--- src/rtl/rcs_flag_stage.sv ---
// rcs_flag_stage: registered difference/flag stage with 2-entry skid buffer behind the ripple-carry subtractor.
// Optional feature macro: STICKY_OVF_EN adds sticky_clr input and sticky_ovf output.
module rcs_flag_stage #(
    parameter int WIDTH = 32
) (
    input  logic             clk,
    input  logic             rst_n,
`ifdef STICKY_OVF_EN
    input  logic             sticky_clr,
    output logic             sticky_ovf,
`endif
    input  logic             in_valid,
    output logic             in_ready,
    input  logic [WIDTH-1:0] in_diff,
    input  logic             in_carry,
    input  logic             in_a_msb,
    input  logic             in_b_msb,
    output logic             out_valid,
    input  logic             out_ready,
    output logic [WIDTH-1:0] out_diff,
    output logic             out_zero,
    output logic             out_neg,
    output logic             out_borrow,
    output logic             out_ovf,
    output logic             out_lt_s
);
    localparam int W = WIDTH + 5;
    logic [W-1:0] in_word, main_q, skid_q;
    logic         main_valid, skid_valid, accept, xfer, f_neg, f_ovf;
    assign in_ready  = ~skid_valid;
    assign out_valid = main_valid;
    assign accept    = in_valid & ~skid_valid;
    assign xfer      = main_valid & out_ready;
    assign {out_diff, out_zero, out_neg, out_borrow, out_ovf, out_lt_s} = main_q;
    // flags derived from the incoming word and stored alongside the difference
    always_comb begin
        f_neg   = in_diff[WIDTH-1];
        f_ovf   = (in_a_msb ^ in_b_msb) & (in_diff[WIDTH-1] ^ in_a_msb);
        in_word = {in_diff, ~|in_diff, f_neg, ~in_carry, f_ovf, f_neg ^ f_ovf};
    end
    // main/skid entries: skid drains into main first, so ordering stays FIFO
    always_ff @(posedge clk or negedge rst_n) begin
        if (!rst_n) begin
            main_q     <= '0;
            skid_q     <= '0;
            main_valid <= 1'b0;
            skid_valid <= 1'b0;
        end else if (xfer && skid_valid) begin
            main_q     <= skid_q;
            skid_valid <= 1'b0;
        end else if (accept && (!main_valid || xfer)) begin
            main_q     <= in_word;
            main_valid <= 1'b1;
        end else if (accept) begin
            skid_q     <= in_word;
            skid_valid <= 1'b1;
        end else if (xfer) begin
            main_valid <= 1'b0;
        end
    end
`ifdef STICKY_OVF_EN
    // sticky overflow: set by an overflowing transfer-out, which wins over a simultaneous clear
    always_ff @(posedge clk or negedge rst_n) begin
        if (!rst_n) sticky_ovf <= 1'b0;
        else        sticky_ovf <= (xfer & out_ovf) | (sticky_ovf & ~sticky_clr);
    end
`endif
endmodule

--- config.mk ---
export PLATFORM = sky130hd
export DESIGN_NAME = rcs_flag_stage
export DESIGN_NICKNAME = d
export VERILOG_FILES = /design/src/rtl/rcs_flag_stage.sv
export SDC_FILE = /design/constraint.sdc
export NUM_CORES = 1
export LEC_CHECK = 0
export BUFFER_PORTS_ARGS = -buffer_cell sky130_fd_sc_hd__buf_2
export CAP_MARGIN = 20
export CORE_MARGIN = 8
export CORE_UTILIZATION = 30
export DETAILED_ROUTE_END_ITERATION = 7
export HOLD_SLACK_MARGIN = 0.08
export PLACE_DENSITY = 0.6
export SLEW_MARGIN = 15
export SYNTH_ARGS = -nofsm -noshare
export SYNTH_HDL_FRONTEND = slang
export SYNTH_SLANG_ARGS = --single-unit
--- constraint.sdc ---
create_clock -name clk -period 2.45 [get_ports clk]
set_clock_uncertainty 0.15 [all_clocks]
set_input_delay 0.6125 -clock clk [delete_from_list [all_inputs] [get_ports clk]]
set_output_delay 0.6125 -clock clk [all_outputs]
set_load 0.02 [all_outputs]
==> run metrics, run 1 <==
total gr overflow 0; Clock transition at path regs 0.08 ns; Final setup viols 0; normalized max-slew margin 44.5%; CP Class register to register; GRT Util Overall a little under an eighth; post-layout util between 30% and 40%; Critical Path AT between 1.5 and 2 ns; DRT Pass-1 Iters 5; Fin Setup TNS 0 ns; vias in the first global route ~2500; Post-Place Cells 467; Worst VDD drop roughly 0.0005 V; Synth cell types 31; sequential area share after synthesis 59.8%; Yosys reg bits 74; clk sinks between 70 and 80; Port Buffers 77; max-cap viol count 0; Vias per Instance roughly 4.8; htree depth 3; number of synthesized flops with an enable pin 0; Post-Synthesis Cells roughly 260; worst path required time ~2.5 ns; FMAX 535 MHz; Antenna Nets Post-Route 0; Routability Congestion 0.701; # resized after CTS 0; Tcrit/Tclk final about three quarters; synthesized area 3100 um^2; Final HPWL DP 5.67 mm; die area roughly 14000 um^2; later-pin clock latency in the skew report 0.34 ns; PD cells ~1300 nW/um^2; Die Height ~120 um; synth top area cells dfrtp_1 60%, mux2_2 6.9%, a222oi_1 5.2%, mux2_1 5.1%, nand2_1 4.7%; Layout Cells excl Fill around 490; Placed Area ~3600 um^2; Horiz. Die Dim roughly 120 um; Design Area, Final around 3900 um^2; WL final about 7.8 mm; Post-synth ARST share 100%; initial antenna violation count 1; Num CTS Buffers 9; top_reg_cell synth dfrtp_1; I/O pins approximately 80; CORE AREA just over 10000 um^2; Synth-to-Final Area Change 25.0%; CTS tree yes; critical path fanouts, max 20; root buf cell clkbuf_8; global-route wire length before repair 13.0 mm; Synth Warn # 0; RSZ-0062 raised after global routing false; vias after detailed routing 2312; Worst Hold Class register to register; NumNets Final 382; Synth Area per Inst 11.8 um^2; DR iter-0 viols ~180; CTS max path bufs 2; post-synth top area cell dfrtp_1; final-report hold violation count 0; critical path capture point type register; Mapped Nets ~300; num rows 37; Final Slew Violations 0; share of layout cells above drive strength 1 35.3%; Worst Setup Start Kind register; post-synth top area share between 50% and 60%; Post-route DRC 0; status finished, final reports clean; worst slew pin tran between 0.8 and 0.9 ns; Initial Util around 30%; static leakage 1.85 nW; post-DR wirelength/cell between 15 and 20 um; Final min period approximately 1.9 ns; largest net degree at the start of global routing 41
[cell usage in the layout, fill, tap and decap left out, types with 2 or more instances in the layout]
cell type,netlist,final
a22oi_1,2,2
clkbuf_8,0,10
nand4_1,2,2
inv_1,18,18
nand2_1,39,38
buf_4,1,5
bufinv_16,0,2
a221o_1,2,2
nand2_2,1,2
clkinvlp_4,0,2
clkbuf_1,1,2
nor4_1,8,8
nor2_1,17,17
mux2_1,14,14
a222oi_1,16,16
o21ai_0,5,5
buf_2,11,76
a31oi_1,16,16
nand2b_1,3,3
buf_12,0,2
mux2_2,19,19
dfrtp_1,74,74
[power breakdown]
part / internal, mW / leakage, nW / switching [mW] / total, mW
Clock: 0.602 / 0.103 / 0.436 / 1.04
Sequential: 1.81 / 0.887 / 0.304 / 2.12
Combinational: 0.796 / 0.865 / 1.16 / 1.95
[final timing paths]
path / cells after the start / to / from / slack [ns]
setup / recovery: 4 / main_q[25]$_DFFE_PN0P_ / skid_valid$_DFFE_PN0P_ / 0.58
hold / removal: 2 / main_q[1]$_DFFE_PN0P_ / skid_q[1]$_DFFE_PN0P_ / 0.32
setup reg to reg: 4 / main_q[25]$_DFFE_PN0P_ / skid_valid$_DFFE_PN0P_ / 0.58
hold reg to reg: 2 / main_q[1]$_DFFE_PN0P_ / skid_q[1]$_DFFE_PN0P_ / 0.32
max in group asynchronous: 3 / skid_q[24]$_DFFE_PN0P_ / rst_n / 0.97
min in group asynchronous: 2 / skid_q[10]$_DFFE_PN0P_ / rst_n / 0.62
[area by class of cell]
class / count / area [um^2]
fill: 1051 / 6310
multi-input combinational: 156 / 1090
sequential: 74 / 1850
clock inverter: 4 / 75.1
clock buffer: 12 / 145
antenna: 1 / 2.50
inverter: 18 / 67.6
timing repair buffer: 84 / 468
tap: 136 / 170
[flip-flops by register name, summed over array words and instances, names as in the netlist]
register / flops
main_q: 36
skid_q: 36
out_valid: 1
skid_valid: 1
[kinds of logic (layout without fill, tap and decap cells)]
family	Yosys count	in the layout	share of synthesized area, %
DFF	74	74	59.8
muxes	34	34	12.3
other	0	1	0
AOI/OAI and AO/OA	45	45	11.4
buffers and inverters	33	118	5.05
and+or+nand+nor	77	77	11.5
[stage by stage]
step	total power [mW]	hold slack, ns	worst slack, ns
2_1_floorplan	3.49	0.167	0.708
3_3_place_gp	4.06	0.292	0.323
3_5_place_dp	4.14	0.307	0.282
4_1_cts	5.20	0.321	0.554
5_1_grt	5.51	0.346	0.422
6_report	5.11	0.323	0.581
[synthesized netlist by cell type, types with 2 or more instances]
cell / n
nand2b_1: 3
a31oi_1: 16
a222oi_1: 16
nand4_1: 2
inv_1: 18
nor2_1: 17
nor4_1: 8
dfrtp_1: 74
mux2_1: 14
o21ai_0: 5
a221o_1: 2
nand2_1: 39
mux2_2: 19
buf_6: 2
a22oi_1: 2
buf_2: 11
[what timing repair did]
item / 4_1_cts / 5_1_grt
setup buffers: 0 / 0
hold buffers: 1 / 0
hold endpoints to repair: 11 / 0
[worst max-delay path, cell delays in order, from the launching register on]
cell,delay (ns)
dfrtp_1,0.44
nand2b_4,0.18
a21o_1,0.45
a222oi_1,0.45
inv_1,0.07
[metal layers]
| layer | global-route usage [%] | up-vias | part of all wire, % |
|---|---|---|---|
| met5 | 0 | - | 0 |
| met4 | 3.84 | 0 | 1.4 |
| met3 | 4.56 | 9 | 6.9 |
| met2 | 19.1 | 77 | 47 |
| met1 | 14.2 | 1118 | 44 |
| li1 | - | 1108 | - |
(Power assumes the default switching activity.)
==> run 2, diff against run 1 <==
- PLACE_DENSITY: 0.6 -> 0.62
- clock period: 2.45 -> 1.5 ns (I/O delays scaled with it)
==> run 2 against run 1 <==
  * Largest cell class unchanged
  * The flow now finishes with violations (setup timing)
  * Cell area rose by 12%
  * Combinational power rose by 110%
  * Total power rose by 79%
  * Wire length rose by 9.0%
==> run metrics, run 2 (synthesis gave the netlist of run 1 again) <==
GRT Util Overall about 13%; Buf+Inv Stages, Crit Path 2; Antenna Nets Post-Route 0; Final Slew Violations 0; Filler Cells Inserted roughly 1000; htree depth 3; clk sinks between 70 and 80; global-route wire length before repair roughly 14 mm; final-report hold violation count 0; CORE AREA around 10000 um^2; Critical Path AT between 1.5 and 2 ns; PD cells roughly 2100 nW/um^2; Initial Util 30.4%; Seq. cell area 1850 um^2; post-DR wirelength/cell around 16 um; Final HPWL DP between 5 and 6 mm; Hold WS 0.121 ns; Vias per Instance a little under 5; DRT Pass-1 Iters 5; DR iter-0 viols 188; Port Buffers 77; Final setup viols between 70 and 80; violated checks setup timing; vias after detailed routing about 2500; Reg2Reg Launch Point skid_valid$_DFFE_PN0P_; worst path required time ~1.6 ns; max incr delay on CP about 0.45 ns; num rows 37; area of the multi-input gates between 1000 and 1500 um^2; GR peak layer met2; largest net degree at the start of global routing 75; I/O pins 78; Ant. Diodes 0; Horiz. Die Dim roughly 120 um; normalized max-slew margin about two thirds; met3 Resource Use GR between 4 and 5%; most frequent cells in the layout 72 x buf_2, 72 x dfrtp_1, 38 x nand2_1; largest registers main_q (36), skid_q (36); later-pin clock latency in the skew report 0.33 ns; start point of the worst hold path in_carry; CP max stage cell dfrtp_2; CTS max path bufs 2; CP Class register to register; initial antenna violation count 0; Synth-to-Final Area Change 40.2%; Worst Hold Class primary input to register; Num CTS Buffers 9; vias in the first global route 2706; NumNets Final between 400 and 500; share of layout cells above drive strength 1 between 40% and 50%; setup ws final -0.135 ns; root buf cell clkbuf_8; post-layout util between 40% and 50%; Routability Congestion about 0.7; status finished with violations; CTS tree yes; worst slew pin tran between 0.5 and 0.6 ns; WL final 8.54 mm; Crit. Startpoint skid_valid$_DFFE_PN0P_; met2 Usage GRT between 20% and 30%; Clock transition at path regs approximately 0.070 ns; Die Height 118 um; RSZ-0062 raised after global routing true; total gr overflow 0; Worst VDD drop about 0.00082 V; Tcrit/Tclk final 109%; Worst Setup Start Kind register; Post-route DRC 0; critical path capture point type register; Final min period ~1.6 ns; critical path fanouts, max 20; routing usage on met1 15.6%; max-cap viol count 0; critical path's top delay family compound AO/OA/AOI/OAI gates; die area ~14000 um^2; critical path cell sequence nand2b_4 -> a21o_1 -> buf_12 -> a222oi_1 -> inv_1; FMAX 612 MHz; reg2reg setup slack -0.14 ns; static leakage around 2.1 nW
run 2: cell count changes in the layout (fill, tap and decap cells not counted), sizes merged:
cell	previous run	this run
diode	1	0
buf	83	119
bufinv	2	1
clkinvlp	2	0
clkinv	0	2
run 2: area by class of cell:
| type | instances | area share [%] |
|---|---|---|
| Inverter | 18 | 1.56 |
| Multi-Input combinational cell | 156 | 27.3 |
| Clock buffer | 12 | 3.34 |
| Timing Repair Buffer | 120 | 20.3 |
| Sequential cell | 74 | 42.7 |
| Tap cell | 136 | 3.92 |
| Clock inverter | 3 | 0.922 |
run 2: worst reg2reg max path, stage by stage, from the launching register on:
cell      delay [ns]
dfrtp_2         0.45
nand2b_4        0.16
a21o_1          0.18
buf_12          0.16
a222oi_1        0.34
inv_1           0.07
run 2: report_power, final:
| part | internal, mW | leakage (nW) | total [mW] | switching, mW |
|---|---|---|---|---|
| clock network | 0.802 | 0.0962 | 1.49 | 0.689 |
| registers | 2.97 | 0.885 | 3.49 | 0.521 |
| logic | 1.97 | 1.11 | 4.17 | 2.20 |
run 2: routing by layer:
metal  routed length [um]  share of wire, %
met1                 3740                44
met2                 4120                48
met3                  551               6.5
met4                  123               1.4
met5                    0                 0
run 2: path summary, 6_finish.rpt:
| kind | end | cells after the start |
|---|---|---|
| setup reg to reg | main_q[29]$_DFFE_PN0P_ | 5 |
| setup / recovery | main_q[29]$_DFFE_PN0P_ | 5 |
| hold / removal | skid_q[2]$_DFFE_PN0P_ | 2 |
| min in group asynchronous | skid_q[10]$_DFFE_PN0P_ | 3 |
| hold reg to reg | main_q[1]$_DFFE_PN0P_ | 2 |
| max in group asynchronous | out_valid$_DFFE_PN0P_ | 3 |
run 2: what timing repair did:
action / CTS / global route
hold buffers: 1 / 0
setup endpoints to repair: 72 / 74
pin swaps: 13 / 6
endpoints found under the hold margin: 74 / 0
resized for setup: 12 / 15
gates cloned: 2 / 0
setup buffers: 2 / 2
run 2: per-stage QoR:
stage / setup WS, ns / power, mW / std cells / instance area, um^2 / TNS [ns]
3_5_place_dp: -0.311 / 7.10 / 497 / 3930 / -11.19
4_1_cts: -0.153 / 9.00 / 517 / 4240 / -5.12
5_1_grt: -0.251 / 9.78 / 519 / 4340 / -9.89
3_3_place_gp: -0.298 / 6.95 / 497 / 3930 / -10.00
6_report: -0.135 / 9.14 / 519 / 4340 / -6.11
2_1_floorplan: -0.0785 / 5.73 / 263 / 3120 / -3.03
==> run 3, diff against run 2 <==
- MAX_ROUTING_LAYER: unset -> met4
- RECOVER_POWER: unset -> 50
==> run 3 against run 2 <==
  * The flow still finishes with violations (setup timing)
  * Non-clock buffer count is the same
  * Flip-flop and latch count is the same
  * Cell count is the same
  * Critical path depth is the same
  * Sequential power is essentially flat
  * Clock power is essentially flat
  * Utilization shrank 0.086 points
==> run metrics, run 3 (synthesis gave the netlist of run 1 again) <==
Worst VDD drop 0.000819 V; GRT Util Overall 13.0%; Final setup viols 71; Final min period ~1.6 ns; Routability Congestion about 0.73; Final Slew Violations 0; Comb power frac 45.5%; Initial Util between 30% and 40%; DR iter-0 viols ~180; Worst Hold Class primary input to register; PD cells about 2100 nW/um^2; Worst Setup Start Kind register; Post-route DRC 0; Critical Path AT between 1.5 and 2 ns; vias after detailed routing between 2000 and 2500; static leakage around 2.1 nW; max-cap viol count 0; Reg2Reg Launch Point skid_valid$_DFFE_PN0P_; Pwr Total between 9 and 10 mW; RSZ-0062 raised after global routing true; Ant. Diodes 0; DRT Pass-1 Iters 4; setup ws final -0.135 ns; Tcrit/Tclk final 109%; Antenna Nets Post-Route 0; Num CTS Buffers 9; share of layout cells above drive strength 1 around 44%; Seq. cell area 1850 um^2; Filler Cells Inserted between 900 and 1000; Fin Setup TNS -6.15 ns; worst slew pin tran between 0.6 and 0.7 ns; Flop pwr share 38.1%; Clock power frac around 16%; start point of the worst hold path in_carry; Horiz. Die Dim 118 um; largest net degree at the start of global routing 75; Clock transition at path regs around 0.07 ns; FMAX 612 MHz; num rows 37; CORE AREA 10200 um^2; die area 13800 um^2; post-layout util around 43%; post-DR wirelength/cell about 16 um; WL final 8.50 mm; status finished with violations; clk sinks 74; Post-Place Cells just under 500; Die Height around 120 um; NumNets Final 418; violated checks setup timing; area of the multi-input gates 1180 um^2; Synth-to-Final Area Change 40.0%; CP Class register to register; Port Buffers slightly below 80; most frequent cells in the layout 72 x buf_2, 72 x dfrtp_1, 38 x nand2_1; Internal approximately 5.7 mW; initial antenna violation count 0; Vias per Instance a little under 5; vias in the first global route between 2000 and 3000; Design Area, Final 4330 um^2; Sw Pwr about 3.4 mW; Final HPWL DP a little under 6 mm; I/O pins slightly below 80; root buf cell clkbuf_8; Placed Area approximately 4000 um^2; Hold WS roughly 0.12 ns; final-report hold violation count 0; later-pin clock latency in the skew report 0.33 ns; Crit. Startpoint skid_valid$_DFFE_PN0P_; Layout Cells excl Fill slightly above 500; critical path fanouts, max 22; CTS max path bufs 2; global-route wire length before repair 14.0 mm; critical path capture point type register; worst path required time about 1.6 ns; total gr overflow 0; pre-CTS setup slack -0.311 ns; largest registers main_q (36), skid_q (36); normalized max-slew margin between 50% and 60%; htree depth 3; Switching Share 37.3%; CTS tree yes
## run 3: changes by cell type in the layout (fill, tap and decap cells not counted), sizes merged
cell / previous run / this run
clkbuf: 12 / 13
buf: 119 / 118
## run 3: routing by layer
layer / wire length (um) / vias up / global-route usage (%)
met2: 4160 / 66 / 20.1
met4: 91 / 0 / 3.92
met5: 0 / - / -
li1: - / 1175 / -
met3: 393 / 9 / 3.93
met1: 3850 / 1242 / 16.0
## run 3: final timing paths
check	end	slack (ns)	depth (start not counted)
setup / recovery	skid_q[1]$_DFFE_PN0P_	-0.14	5
hold / removal	skid_q[2]$_DFFE_PN0P_	0.12	2
setup reg to reg	skid_q[1]$_DFFE_PN0P_	-0.14	5
hold reg to reg	main_q[1]$_DFFE_PN0P_	0.33	2
max in group asynchronous	out_valid$_DFFE_PN0P_	0.14	3
min in group asynchronous	skid_q[10]$_DFFE_PN0P_	0.57	3
## run 3: layout make-up
| type | instances | share of cell area, % |
|---|---|---|
| sequential | 74 | 42.8 |
| multi-input combinational | 156 | 27.3 |
| timing repair buffer | 120 | 20.2 |
| tap | 136 | 3.93 |
| clock buffer | 12 | 3.35 |
| inverter | 18 | 1.56 |
| clock inverter | 3 | 0.924 |
## run 3: power by group through the flow
| stage | sequential, mW | clock, mW | combinational, mW |
|---|---|---|---|
| 2_1_floorplan | 3.99 | 0 | 1.74 |
| 6_report | 3.48 | 1.49 | 4.16 |
| 3_5_place_dp | 3.50 | 0 | 3.60 |
| 5_1_grt | 3.61 | 1.66 | 4.51 |
| 4_1_cts | 3.47 | 1.54 | 3.99 |
| 3_3_place_gp | 3.45 | 0 | 3.50 |
## run 3: worst max-delay path: stages (launching register included)
cell and delay (ns):
dfrtp_2 0.45, buf_4 0.16, nor2b_4 0.12, nand2_2 0.13
buf_12 0.19, mux2_1 0.32
## run 3: repair_timing
item	4_1_cts	5_1_grt
gates resized for setup	12	15
gates cloned	2	0
setup endpoints to repair	72	74
pin swaps	13	6
hold buffers	1	0
hold endpoints to repair	74	0
buffers inserted	2	2
